## config.mk

```make
export PLATFORM = sky130hd
export DESIGN_NAME = bt656_sync_encoder
export DESIGN_NICKNAME = d
export VERILOG_FILES = /design/src/rtl/bt656_sync_encoder.sv
export SDC_FILE = /design/constraint.sdc
export NUM_CORES = 1
export LEC_CHECK = 0
export BUFFER_PORTS_ARGS = -buffer_cell sky130_fd_sc_hd__buf_2
export CAP_MARGIN = 20
export CORE_MARGIN = 5
export CORE_UTILIZATION = 40
export DETAILED_ROUTE_END_ITERATION = 8
export PLACE_DENSITY = 0.67
export SLEW_MARGIN = 20
export SYNTH_ARGS = -nofsm -noshare
export SYNTH_HDL_FRONTEND = slang
export SYNTH_SLANG_ARGS = --single-unit
```

## constraint.sdc

```tcl
create_clock -name clock_in -period 2.6 [get_ports clock_in]
set_input_delay 0.39 -clock clock_in [delete_from_list [all_inputs] [get_ports clock_in]]
set_output_delay 0.39 -clock clock_in [all_outputs]
set_load 0.01 [all_outputs]
```

## src/rtl/bt656_sync_encoder.sv

```systemverilog
// bt656_sync_encoder: turns fv/lv-qualified parallel video into a byte stream
// with embedded FF 00 00 XY timing codes. Synthetic blanking lines are emitted
// while fv is low so the receiver keeps lock between frames.
module bt656_sync_encoder #(
    parameter int unsigned VB_LINE_LEN   = 1000,
    parameter int unsigned VB_ACTIVE_LEN = 800
) (
    input  logic       clock_in,
    input  logic       reset_n,
    input  logic [7:0] pix_data,
    input  logic       fv,
    input  logic       lv,
    output logic [7:0] data_out,
    output logic       active_out,
    output logic       sync_err
);

    localparam int unsigned TW    = $clog2(VB_LINE_LEN);
    localparam int unsigned H_SAV = VB_LINE_LEN - VB_ACTIVE_LEN - 4;

    localparam logic [TW-1:0] T_LAST    = TW'(VB_LINE_LEN - 1);
    localparam logic [TW-1:0] T_SAV     = TW'(H_SAV);
    localparam logic [TW-1:0] T_SAV_END = TW'(H_SAV + 4);
    localparam logic [TW-1:0] T_FOUR    = TW'(4);
    localparam logic [TW-1:0] T_THREE   = TW'(3);

    typedef enum logic [2:0] {
        ST_VBLANK,
        ST_HBLANK,
        ST_SAV,
        ST_ACTIVE,
        ST_EAV
    } state_t;

    // XY = {1,F,V,H,V^H,F^H,F^V,F^V^H} with F fixed at 0 (progressive only)
    function automatic logic [7:0] xy_code(input logic v, input logic h);
        logic f;
        f = 1'b0;
        return {1'b1, f, v, h, v ^ h, f ^ h, f ^ v, f ^ v ^ h};
    endfunction

    function automatic logic [7:0] code_byte(input logic [1:0] idx, input logic [7:0] xy);
        case (idx)
            2'd0:    return 8'hFF;
            2'd1,
            2'd2:    return 8'h00;
            default: return xy;
        endcase
    endfunction

    function automatic logic [7:0] clamp(input logic [7:0] p);
        if (p == 8'h00)      return 8'h01;
        else if (p == 8'hFF) return 8'hFE;
        else                 return p;
    endfunction

    localparam logic [7:0] XY_SAV_ACT = xy_code(1'b0, 1'b0);
    localparam logic [7:0] XY_EAV_ACT = xy_code(1'b0, 1'b1);
    localparam logic [7:0] XY_SAV_BLK = xy_code(1'b1, 1'b0);
    localparam logic [7:0] XY_EAV_BLK = xy_code(1'b1, 1'b1);

    state_t          state_q,    state_d;
    logic [TW-1:0]   tmr_q,      tmr_d;
    logic [1:0]      cnt_q,      cnt_d;
    logic            fill_q,     fill_d;
    logic            supp_q,     supp_d;
    logic [3:0][7:0] dly_pix_q,  dly_pix_d;
    logic [3:0]      dly_lv_q,   dly_lv_d;
    logic [7:0]      data_out_q, data_out_d;
    logic            active_q,   active_d;
    logic            err_q,      err_d;

    logic            lv_rise;
    logic            vb_in_eav, vb_in_sav, vb_busy, vb_last, blank_mode;
    logic [TW-1:0]   sav_off;

    // Decode the synthetic-blanking timer and the input line start
    always_comb begin
        lv_rise   = fv & lv & ~dly_lv_q[0] & ~supp_q;
        sav_off   = tmr_q - T_SAV;
        vb_in_eav = (tmr_q < T_FOUR);
        vb_in_sav = (tmr_q >= T_SAV) && (tmr_q < T_SAV_END);
        vb_busy   = (vb_in_eav && (tmr_q != '0)) || (vb_in_sav && (tmr_q != T_SAV));
        vb_last   = (tmr_q == T_THREE) || (sav_off == T_THREE);
        // An idle VBLANK with fv high behaves exactly like HBLANK, so both share one path
        blank_mode = (state_q == ST_HBLANK) || ((state_q == ST_VBLANK) && fv && !vb_busy);
    end

    // Next-state, output byte and delay-line computation
    always_comb begin
        state_d    = state_q;
        tmr_d      = tmr_q;
        cnt_d      = cnt_q;
        fill_d     = fill_q;
        supp_d     = supp_q & lv;
        data_out_d = data_out_q;
        active_d   = 1'b0;
        err_d      = lv_rise & ~blank_mode;
        dly_pix_d  = {dly_pix_q[2:0], pix_data};
        dly_lv_d   = {dly_lv_q[2:0], lv};

        if (blank_mode) begin
            if (lv_rise) begin
                data_out_d = 8'hFF;
                fill_d     = 1'b0;
                cnt_d      = 2'd1;
                state_d    = ST_SAV;
            end else begin
                data_out_d = fill_q ? 8'h10 : 8'h80;
                fill_d     = ~fill_q;
                state_d    = fv ? ST_HBLANK : ST_VBLANK;
                if (!fv) tmr_d = '0;
            end
        end else begin
            case (state_q)
                ST_VBLANK: begin
                    tmr_d = (tmr_q == T_LAST) ? '0 : tmr_q + TW'(1);
                    if (vb_in_eav) begin
                        data_out_d = code_byte(tmr_q[1:0], XY_EAV_BLK);
                        fill_d     = 1'b0;
                    end else if (vb_in_sav) begin
                        data_out_d = code_byte(sav_off[1:0], XY_SAV_BLK);
                        fill_d     = 1'b0;
                    end else begin
                        data_out_d = fill_q ? 8'h10 : 8'h80;
                        fill_d     = ~fill_q;
                    end
                    if (fv && vb_busy && vb_last) state_d = ST_HBLANK;
                end
                ST_SAV: begin
                    data_out_d = code_byte(cnt_q, XY_SAV_ACT);
                    fill_d     = 1'b0;
                    cnt_d      = cnt_q + 2'd1;
                    if (cnt_q == 2'd3) state_d = ST_ACTIVE;
                end
                ST_ACTIVE: begin
                    if (dly_lv_q[3]) begin
                        data_out_d = clamp(dly_pix_q[3]);
                        active_d   = 1'b1;
                    end else begin
                        data_out_d = 8'hFF;
                        fill_d     = 1'b0;
                        cnt_d      = 2'd1;
                        state_d    = ST_EAV;
                    end
                end
                ST_EAV: begin
                    data_out_d = code_byte(cnt_q, XY_EAV_ACT);
                    fill_d     = 1'b0;
                    cnt_d      = cnt_q + 2'd1;
                    if (cnt_q == 2'd3) begin
                        state_d = fv ? ST_HBLANK : ST_VBLANK;
                        tmr_d   = '0;
                    end
                end
                default: state_d = ST_VBLANK;
            endcase
        end

        if (err_d) supp_d = 1'b1;
    end

    // State, delay line and registered outputs
    always_ff @(posedge clock_in or negedge reset_n) begin
        if (!reset_n) begin
            state_q    <= ST_VBLANK;
            tmr_q      <= '0;
            cnt_q      <= '0;
            fill_q     <= 1'b0;
            supp_q     <= 1'b0;
            dly_pix_q  <= '0;
            dly_lv_q   <= '0;
            data_out_q <= 8'h80;
            active_q   <= 1'b0;
            err_q      <= 1'b0;
        end else begin
            state_q    <= state_d;
            tmr_q      <= tmr_d;
            cnt_q      <= cnt_d;
            fill_q     <= fill_d;
            supp_q     <= supp_d;
            dly_pix_q  <= dly_pix_d;
            dly_lv_q   <= dly_lv_d;
            data_out_q <= data_out_d;
            active_q   <= active_d;
            err_q      <= err_d;
        end
    end

    assign data_out   = data_out_q;
    assign active_out = active_q;
    assign sync_err   = err_q;

endmodule
```

==> impl_metrics.env <==
export IMPL_outcome="finished clean"
export IMPL_nets=295
export IMPL_yosysTopAreaCell="dfrtp_1"
export IMPL_critPathRequiredTime_ns=2.83
export IMPL_dpl_worst_slack_ns=0.563
export IMPL_fin_ws_ns=0.557
export IMPL_max_freq_mhz=489
export IMPL_finalSetupViolCount=0
export IMPL_synthTopCellsByArea="dfrtp_1, o21ai_0, a31oi_1"
export IMPL_grt_pass1_vias=1996
export IMPL_critical_path_startpoint_type="flop"
export IMPL_dieArea_sq_um=8750
export IMPL_clock_latency_ns=0.34
export IMPL_finalInstanceArea_sq_um=3230
export IMPL_cts_buffer_depth=2
export IMPL_relSlewSlack_pct=48.3
export IMPL_routabilityCongestion=0.854
export IMPL_root_buffer="clkbuf_8"
export IMPL_avgSynthCellArea_sq_um=11.2
export IMPL_ios=22
export IMPL_rows=30
export IMPL_syn_nets=266
export IMPL_max_stage_delay_ns=0.45
export IMPL_synth_edf_count=0
export IMPL_core_sq_um=6790
export IMPL_grt_pass1_wl_microns=9590
export IMPL_hold_class="primary input to flop"
export IMPL_tightest_slew_ns=0.775
export IMPL_slew_violations=0
export IMPL_cts_post_setup_buffers_inserted=0
export IMPL_path_delay_family="compound AO/OA/AOI/OAI gates"
export IMPL_ir_drop_uv=482
export IMPL_cp_end_kind="flop"
export IMPL_placed_area_sq_um=3020
export IMPL_path_clk_slew_ns=0.08
export IMPL_async_reset_ff_share_pct=100
export IMPL_drtIter0Drc=133
export IMPL_yosys_cell_types_count=59
export IMPL_first_pass_iters=4
export IMPL_power_density_nw_per_um2=1180
export IMPL_wl_per_cell_microns=14.5
export IMPL_grt_max_degree=64
export IMPL_arrival_ns=2.27
export IMPL_ys_seq_area_share_pct=56.5
export IMPL_synth_top_cell_area_share_pct=55.6
export IMPL_finalHoldViolCount=0
export IMPL_period_needed_ns=2.04
export IMPL_drt_wl_total_microns=5500
export IMPL_grtUsageTotal_pct=14.1
export IMPL_ys_flop_type="dfrtp_1"
export IMPL_dp_hpwl_microns=3740
export IMPL_drc=0
export IMPL_synth_area_sq_um=2790
export IMPL_cts_tree="yes"
export IMPL_cts_made_buffers=9
export IMPL_drv_cap=0
export IMPL_drive_gt1_share_pct=21.9
export IMPL_via_per_inst=5.44
export IMPL_cts_resized=0
export IMPL_p_leak_nw=1.48
export IMPL_ys_top_cells_by_count="dfrtp_1, o21ai_0, nor2_1"
export IMPL_postRouteAntennaNets=0
export IMPL_cp_slowest_cell="dfrtp_1"
export IMPL_clkSinkCount=63
export IMPL_crit_chain="or3_4, a21oi_4, a31oi_4, o21a_1, o32a_1"
export IMPL_ys_seq_elements=63
export IMPL_path_max_fanout=15
export IMPL_antenna_cells=0
export IMPL_syn_inst=249
export IMPL_synth_most_common_cell="dfrtp_1"
export IMPL_die_width_microns=93.5
export IMPL_h_tree_depth=3
export IMPL_worst_path_buf_inv=0
export IMPL_initial_utilization_pct=41.1
export IMPL_antenna_found_initial=0
export IMPL_numPortBuffers=21
export IMPL_ctsHoldBuffers=0
export IMPL_period_share_pct=78.6
export IMPL_gr_total_overflow=0
export IMPL_grt_setup_unrepaired="false"
export IMPL_setup_tns_final_ns=0
export IMPL_finalPower_w=0.00381
export IMPL_die_h_microns=93.5
export IMPL_yosys_warnings=0
export IMPL_area_delta_synth_final_pct=15.7
export IMPL_skew_ns=0.0102
export IMPL_path_class="flop to flop"
export IMPL_num_vias=2062
[metal layers]
metal  wire [microns]  vias to the layer above  global-route usage [%]
li1                 -                      993                       -
met1             2610                     1009                    18.9
met2             2540                       53                    21.3
met3              252                        7                    4.59
met4               90                        0                    4.76
met5                0                        -                       0
[area by class of cell]
type                       instances  area [sq um]
clock buffer                       9           124
tap                               96           120
clock inverter                     7          80.1
fill                             623          3570
multi-input combinational        166          1130
sequential                        63          1580
inverter                          10          37.5
timing repair buffer              28           158
[report_power, final]
part	leakage [nW]	total [W]	switching (W)	internal, W
clock	0.102	0.000866	0.000411	0.000455
sequential	0.772	0.00137	0.000205	0.00116
combinational	0.610	0.00157	0.000885	0.000688
total	1.48	0.00381	0.00150	0.00231
[metrics by stage]
stage | utilization [%] | hold slack, ns | cells
2_1_floorplan | - | 0.0944 | 249
3_3_place_gp | 44.5 | 0.331 | 363
3_5_place_dp | 44.5 | 0.335 | 363
4_1_cts | 47.5 | 0.140 | 379
5_1_grt | 47.5 | 0.131 | 379
6_report | 47.5 | 0.154 | 379
[worst register-to-register path, cell delays in order, from the launching register on]
cell     delay (ns)
dfrtp_1        0.45
or3_4          0.44
a21oi_4        0.17
a31oi_4        0.20
o21a_1         0.31
o32a_1         0.36
[kinds of logic (layout without fill, tap and decap cells)]
| group | after synthesis | count (layout) | share of synthesized area, % |
|---|---|---|---|
| buffers and inverters | 20 | 54 | 2.96 |
| muxes | 1 | 1 | 0.359 |
| DFF | 63 | 63 | 56.5 |
| and+or+nand+nor | 78 | 78 | 15.7 |
| xor gates and xnor gates | 2 | 2 | 0.628 |
| adders and majority gates | 6 | 6 | 2.60 |
| AOI/OAI and AO/OA | 79 | 79 | 21.2 |
[layout by cell type (no fill, tap or decap), drive strengths merged, types with 2 or more instances in the layout]
cell and n:
ha 5, a211oi 2, nor3b 3, inv 13
a31oi 14, nand2 10, dfrtp 62, a21o 3
clkinv 2, buf 28, a2bb2oi 2, nand3 8
a41oi 2, o211ai 2, and4 2, o21ai 20
o32a 4, a21oi 11, nor2b 5, clkbuf 9
o221ai 3, or3 6, o21a 2, nand3b 2
nor2 16, o311a 2, a221oi 4, or4 2
and3 7, nor3 8, nand2b 3, o22ai 2
[state kept, by name, summed over array words and instances, names as in the netlist]
signal      count
active_out      1
cnt_q           2
data_out        8
dly_lv_q        4
dly_pix_d      24
dly_pix_q       8
fill_q          1
state_q         3
supp_q          1
sync_err        1
tmr_q          10
[final timing paths]
path / start / endpoint / slack [ns] / cells past startpoint
max: tmr_q[6] / data_out[1] / 0.56 / 5
min: pix_data[3] / dly_pix_d[11] / 0.15 / 1
max reg2reg: tmr_q[6] / data_out[1] / 0.56 / 5
min reg2reg: dly_pix_d[30] / dly_pix_q[30] / 0.34 / 0
max in group asynchronous: reset_n / cnt_q[0] / 1.89 / 2
min in group asynchronous: reset_n / tmr_q[8] / 0.20 / 2
(Power assumes the default switching activity.)
